===== config.mk =====
export PLATFORM = sky130hd
export DESIGN_NAME = alu_result_stage
export DESIGN_NICKNAME = d
export VERILOG_FILES = /design/src/rtl/alu_pkg.sv /design/src/rtl/alu_flag_gen.sv /design/src/rtl/alu_result_stage.sv
export SDC_FILE = /design/constraint.sdc
export NUM_CORES = 1
export LEC_CHECK = 0
export CORE_MARGIN = 5
export CORE_UTILIZATION = 51
export CTS_BUF_LIST = sky130_fd_sc_hd__clkbuf_2 sky130_fd_sc_hd__clkbuf_4 sky130_fd_sc_hd__clkbuf_8
export CTS_CLUSTER_DIAMETER = 150
export CTS_CLUSTER_SIZE = 16
export DETAILED_ROUTE_END_ITERATION = 7
export GPL_ROUTABILITY_DRIVEN = 0
export PLACE_DENSITY = 0.86
export SLEW_MARGIN = 15
export SYNTH_ARGS = -nofsm -noshare
export SYNTH_HDL_FRONTEND = slang
export SYNTH_SLANG_ARGS = --single-unit

===== constraint.sdc =====
create_clock -name clk -period 1.7 [get_ports clk]
set_input_delay 0.34 -clock clk [delete_from_list [all_inputs] [get_ports clk]]
set_output_delay 0.34 -clock clk [all_outputs]
set_load 0.05 [all_outputs]

===== src/rtl/alu_pkg.sv =====
// Shared definitions for the mini ALU and its downstream stages.
//   - ALU opcode encodings (ALU_ILLEGAL is the ALU default case, which yields a zero sum)
//   - default datapath / opcode widths
//   - packed result entry {result, oper, zero, neg, illegal}
package alu_pkg;

  localparam int unsigned ALU_DATA_W = 64;
  localparam int unsigned ALU_OPER_W = 3;

  localparam logic [ALU_OPER_W-1:0] ALU_ADD     = 3'b000;
  localparam logic [ALU_OPER_W-1:0] ALU_SUB     = 3'b001;
  localparam logic [ALU_OPER_W-1:0] ALU_RSUB    = 3'b010;
  localparam logic [ALU_OPER_W-1:0] ALU_OR      = 3'b011;
  localparam logic [ALU_OPER_W-1:0] ALU_AND     = 3'b100;
  localparam logic [ALU_OPER_W-1:0] ALU_XOR     = 3'b101;
  localparam logic [ALU_OPER_W-1:0] ALU_XNOR    = 3'b110;
  localparam logic [ALU_OPER_W-1:0] ALU_ILLEGAL = 3'b111;

  typedef struct packed {
    logic [ALU_DATA_W-1:0] result;
    logic [ALU_OPER_W-1:0] oper;
    logic                  zero;
    logic                  neg;
    logic                  illegal;
  } alu_entry_t;

endpackage


===== src/rtl/alu_flag_gen.sv =====
// Combinational status-flag decode for an ALU result.
// Ports:
//   sum     in   DATA_W  ALU sum
//   oper    in   OPER_W  opcode that produced sum
//   zero    out  1       sum == 0
//   neg     out  1       sum[DATA_W-1]
//   illegal out  1       oper is the illegal / default opcode
module alu_flag_gen
  import alu_pkg::*;
#(
  parameter int unsigned DATA_W = ALU_DATA_W,
  parameter int unsigned OPER_W = ALU_OPER_W
) (
  input  logic [DATA_W-1:0] sum,
  input  logic [OPER_W-1:0] oper,
  output logic              zero,
  output logic              neg,
  output logic              illegal
);

  assign zero    = (sum == '0);
  assign neg     = sum[DATA_W-1];
  assign illegal = (oper == OPER_W'(ALU_ILLEGAL));

endmodule


===== src/rtl/alu_result_stage.sv =====
// Registered output stage behind the mini ALU. Captures sum + opcode with precomputed
// flags into a 2-entry skid buffer and presents them over valid/ready. in_ready is a
// flop output so no combinational ready path reaches back into the ALU issue logic.
// Ports:
//   clk, rst          clock, synchronous active-high reset
//   in_valid/in_ready upstream handshake (in_ready registered)
//   sum_in, oper_in   ALU sum and its opcode
//   out_valid/out_ready downstream handshake
//   out_result, out_oper, out_zero, out_neg, out_illegal  head entry fields
//   retired_cnt       completed output handshakes, wraps modulo 2^CNT_W
module alu_result_stage
  import alu_pkg::*;
#(
  parameter int unsigned DATA_W = ALU_DATA_W,
  parameter int unsigned OPER_W = ALU_OPER_W,
  parameter int unsigned CNT_W  = 16
) (
  input  logic              clk,
  input  logic              rst,
  input  logic              in_valid,
  output logic              in_ready,
  input  logic [DATA_W-1:0] sum_in,
  input  logic [OPER_W-1:0] oper_in,
  output logic              out_valid,
  input  logic              out_ready,
  output logic [DATA_W-1:0] out_result,
  output logic [OPER_W-1:0] out_oper,
  output logic              out_zero,
  output logic              out_neg,
  output logic              out_illegal,
  output logic [CNT_W-1:0]  retired_cnt
);

  // Entry storage uses the shared packed type, so widths must agree with the package.
  if (DATA_W != ALU_DATA_W || OPER_W != ALU_OPER_W) begin : g_bad_cfg
    $error("alu_result_stage: DATA_W/OPER_W must match alu_pkg");
  end

  typedef enum logic [1:0] {StEmpty, StOne, StFull} occ_e;

  occ_e       state_q, state_d;
  alu_entry_t main_q, main_d;
  alu_entry_t skid_q, skid_d;
  alu_entry_t new_entry;
  logic       in_ready_q, in_ready_d;
  logic       out_valid_q, out_valid_d;
  logic [CNT_W-1:0] cnt_q, cnt_d;
  logic       accept, retire;
  logic       new_zero, new_neg, new_illegal;

  alu_flag_gen #(
    .DATA_W (DATA_W),
    .OPER_W (OPER_W)
  ) u_flag_gen (
    .sum     (sum_in),
    .oper    (oper_in),
    .zero    (new_zero),
    .neg     (new_neg),
    .illegal (new_illegal)
  );

  always_comb begin
    new_entry         = '0;
    new_entry.result  = sum_in;
    new_entry.oper    = oper_in;
    new_entry.zero    = new_zero;
    new_entry.neg     = new_neg;
    new_entry.illegal = new_illegal;
  end

  assign accept = in_valid & in_ready_q;
  assign retire = out_valid_q & out_ready;

  always_comb begin
    state_d = state_q;
    main_d  = main_q;
    skid_d  = skid_q;
    cnt_d   = retire ? cnt_q + CNT_W'(1) : cnt_q;
    unique case (state_q)
      StEmpty: begin
        if (accept) begin
          main_d  = new_entry;
          state_d = StOne;
        end
      end
      StOne: begin
        if (accept && retire) begin
          main_d = new_entry;
        end else if (accept) begin
          skid_d  = new_entry;
          state_d = StFull;
        end else if (retire) begin
          state_d = StEmpty;
        end
      end
      StFull: begin
        // in_ready_q is low here, so accept cannot fire.
        if (retire) begin
          main_d  = skid_q;
          state_d = StOne;
        end
      end
      default: state_d = StEmpty;
    endcase
    // Handshake outputs are decoded from the next state so they leave flops directly.
    in_ready_d  = (state_d != StFull);
    out_valid_d = (state_d != StEmpty);
  end

  always_ff @(posedge clk) begin
    if (rst) begin
      state_q     <= StEmpty;
      main_q      <= '0;
      skid_q      <= '0;
      cnt_q       <= '0;
      in_ready_q  <= 1'b1;
      out_valid_q <= 1'b0;
    end else begin
      state_q     <= state_d;
      main_q      <= main_d;
      skid_q      <= skid_d;
      cnt_q       <= cnt_d;
      in_ready_q  <= in_ready_d;
      out_valid_q <= out_valid_d;
    end
  end

  assign in_ready    = in_ready_q;
  assign out_valid   = out_valid_q;
  assign out_result  = main_q.result;
  assign out_oper    = main_q.oper;
  assign out_zero    = main_q.zero;
  assign out_neg     = main_q.neg;
  assign out_illegal = main_q.illegal;
  assign retired_cnt = cnt_q;

endmodule


# Word level (Yosys, flattened, before mapping)
# Cells that the tools add are included.
# op_classes
n_addsub	1
n_eq_ne	7
mux	10
n_bitwise	3
n_reduce_logical	7
# op_table
op	n
$mux 70	3
$pmux 70 s3	1
$logic_not 64->1	1
$add 16x1->16 const B	1
$mux 2	5
$ne 2x2->1 const B	4
$pmux 2 s3	1
$reduce_and 4->1	1
$eq 3x3->1 const B	1
$reduce_and 3->1	1
$reduce_bool 3->1	1
$and 1x1->1	2
$eq 2x1->1 const B	1
$eq 2x2->1 const B	1
$logic_not 2->1	1
$reduce_bool 2->1	1
$logic_and 1x1->1	1
$not 1->1	1
# word_totals
register_bits	160
in_bits	71
output_inout_bits	88
word_cells	42

# Depth between registers and ports, before layout
# logic_depth
word_depth	6
depth_mapped	7
ltp_nobuf	5

# By module
# From an unflattened synthesis, not the netlist that was laid out.
# hier_totals
hier_cells	743
hier_area_um2	6505.0
# modules_own_cells
mod	instances	cells_per_inst	area_each_um2	seq_area_each_um2
alu_result_stage	1	720	6347.3	3203.1
alu_flag_gen	1	23	157.7	0.0

# Worst setup path before layout
# OpenSTA, ideal clock, no wires.
# synth_timing
kind	register -> register
start	register cnt_q[5], in the netlist retired_cnt[5]
end	register cnt_q[13], in the netlist retired_cnt[13]
setup_ns	0.123
arrival_time_ns	1.815
required_time_ns	1.577
slack_ns	-0.238
stages_incl_launch_ff	5
path_buffers	0
period_less_slack_ns	1.938
cell_sequence	dfxtp_1 -> nand4_1 -> nor4_2 -> nand3_1 -> mux2_1
# synth_via
elab_chain_cells	1
# synth_lines
item	line_no	source
start: declaration	alu_result_stage.sv:47	logic [CNT_W-1:0] cnt_q, cnt_d;
start signal: assignment	alu_result_stage.sv:122	cnt_q <= cnt_d;
$add 16x1->16	alu_result_stage.sv:78	cnt_d = retire ? cnt_q + CNT_W'(1) : cnt_q;
# Every way passes these cells.
# A chain may end at the register's enable or synchronous reset.

# Worst setup path in the final report
# layout_timing
start	input port sum_in[31]
end	register skid_q[2] (netlist bit)
# layout_via
elab_chain_cells	1
# layout_lines
item	line_no	source
start: declaration	alu_result_stage.sv:22	input logic [DATA_W-1:0] sum_in,
$logic_not 64->1	alu_flag_gen.sv:21	assign zero = (sum == '0);
end signal: assignment	alu_result_stage.sv:121	skid_q <= skid_d;
end: declaration	alu_result_stage.sv:43	alu_entry_t skid_q, skid_d;
# Every way passes these cells.

==> out/metrics.yaml <==
status: "completed"
synth_top_area_share_pct: 48.9
critical_path_peak_fanout: 3
synth_common_cells: "nand2_1, dfxtp_1, nor2_1"
yosysWarnings: 0
io_buffer_count: 158
dr_wl_met3_microns: 1200
grt_max_degree: 67
antenna_found_initial: 0
antenna_cells: 0
placed_area_sq_mm: 0.00859
highest_layer: "met4"
wire_per_inst_microns: 14.8
synthTopCellsByArea: "dfxtp_1, nand2_1, a311oi_1"
p_per_area_mw_per_mm2: 1150
cts_buffers: 17
worstPathArrival_ns: 2.04
detail_route.first_pass.iterations: 4
ys_seq_area_share_pct: 48.9
drt-total-wl_microns: 17700
grt_pass1_vias: 5915
ys_ff_latch: 158
min-delay-path-class: "in2reg"
num_rows: 41
dr_wl_met2_microns: 8860
syn_area_sq_mm: 0.00647
grt_util_all_layers_pct: 23.8
drt_iter0_drc: 523
core_area_sq_mm: 0.0125
critPathCaptureType: "flop"
insertion_delay_ns: 0.45
finalSetupViolCount: 0
clock_sinks: 158
post-route-period-util_pct: 97.3
final-hold-violation-count: 0
drtAntennaViolNets: 0
peakVddDrop_mv: 0.741
drv_cap: 0
cts_tree: "yes"
ios: 159
area_growth_pct: 40.6
slew_viol_final: 0
final_cell_area_sq_mm: 0.00910
async_flop_share_pct: 0
netlist_instances: 813
synth_edf_count: 0
viasPerCell: 5.31
max_freq_mhz: 605
total_power_w: 0.0104
critPathMaxStageDelay_ns: 0.55
fp.dieH_microns: 123
leakage_nw: 3.65
critPathSlowestCell: "or4_4"
fin_hold_ws_ns: 0.198
synth_cell_types: 39
syn_nets: 885
slew_headroom_pct: 68.6
m1WireLength_microns: 7370
die_x_microns: 123
synth_most_common_cell: "nand2_1"
cts_setup_buffers: 0
cts_max_level: 4
place_hpwl_microns: 11800
ys.flop_type: "dfxtp_1"
die_area_sq_mm: 0.0150
clk_path_buf_depth: 2
worst_slew_pin_slew_ns: 0.466
required_ns: 2.08
startpoint_type: "primary input"
drcViolationCount: 0
clk_pin_slew_worst_paths_ns: 0.08
syn_avg_cell_area_sq_um: 7.96
cts-root-buf: "clkbuf_8"
crit_path_cell_trace: "clkdlybuf4s50_1 -> nor4_2 -> nand4_1 -> or4_4 -> o21ai_1"
fin_setup_tns_ns: 0
vias: 6355
grt_pass1_wl_microns: 28400
rsz0062_at_grt: "no"
yosysTopAreaCell: "dfxtp_1"
setup_ws_ns: 0.0467
finClkSkew_ns: 0.00805
layout_min_cycle_time_ns: 1.65
critical_path_class: "in2reg"
overflow: 0
initial_core_util_pct: 51.7
drive_above_1_share_pct: 24.1
place_ws_ns: -0.585
final_nets: 1084
layer usage:
metal  vias up  global-route usage (%)
li1       3174                       -
met1      2968                    29.0
met2       186                    40.6
met3        27                    6.50
met4         0                    7.84
met5         -                       0
state kept, by name, summed over array words and instances, names as in the netlist:
name         flops
in_ready         1
out_illegal      1
out_oper         3
out_result      64
out_valid        1
out_zero         1
retired_cnt     16
skid_q          69
state_q          2
layout make-up:
type / instances / area, sq um
multi-input combinational: 586 / 3020
tap: 172 / 215
clock inverter: 6 / 155
clock buffer: 26 / 314
inverter: 4 / 15.0
sequential: 158 / 3180
timing repair buffer: 245 / 2190
fill: 981 / 3420
layout by cell type, fill, tap and decap left out, types with 3 or more instances in the layout:
cell	instances
nand2_1	278
nor4_2	5
dlygate4sd2_1	3
nand3_1	8
a311oi_1	58
buf_12	14
nand4_1	8
and3_1	4
clkdlybuf4s50_1	62
clkbuf_8	19
xnor2_1	7
dfxtp_2	12
nor3_1	4
a21oi_1	72
bufinv_16	5
a311oi_2	10
xor2_1	3
nor4_1	13
clkbuf_4	7
nor2_1	86
dlymetal6s2s_1	4
dfxtp_1	145
inv_1	4
buf_4	162
path summary, 6_finish.rpt:
kind                                         startpoint                 endpoint  slack, ns  depth (start not counted)
worst min-delay path                         sum_in[33]  skid_q[39]$_SDFFE_PP0P_       0.20                          3
worst max-delay path                         sum_in[31]   skid_q[2]$_SDFFE_PP0P_       0.05                          5
worst min register to register  skid_q[63]$_SDFFE_PP0P_  skid_q[63]$_SDFFE_PP0P_       0.46                          2
worst max register to register     out_valid$_SDFF_PP0_    out_zero$_SDFFE_PP0P_       0.11                          6
worst max-delay path: cells and delay by family:
family	cells	cell delay, ns
compound gates	1	0.14
simple gates	3	1.08
buf+inv	1	0.48
per-stage QoR:
step                      instances  util [%]
final                          1197      72.7
after global routing           1197      72.7
after CTS                      1197      72.6
after detailed placement       1165      68.6
after global placement         1165      68.6
after floorplan                 813         -
where the power goes:
group / leakage, nW / internal [W] / switching [W] / total (W)
clock network: 0.243 / 0.00194 / 0.00128 / 0.00322
logic: 2.10 / 0.00108 / 0.00187 / 0.00295
registers: 1.30 / 0.00406 / 0.000213 / 0.00427
total: 3.65 / 0.00708 / 0.00337 / 0.0104
cells by family (layout without fill, tap and decap cells):
logic type               Yosys count  after routing  synth area share (%)
multiplexers                       3              3                 0.503
XOR/XNOR                          10             10                  1.35
AND/OR/NAND/NOR                  421            421                  26.8
flip-flops                       158            158                  48.9
buffers and inverters             69            281                  5.24
AO/OA/AOI/OAI                    151            151                  17.0
adder cells (fa/ha/maj)            1              1                 0.193
repair_timing:
item                       4_1_cts  5_1_grt
hold buffers                     0        0
setup endpoints to repair        2       10
pin swaps                        4        4
gates resized for setup          9        6
cloned                           0        0
No activity file was read; power rests on OpenSTA's default activity.
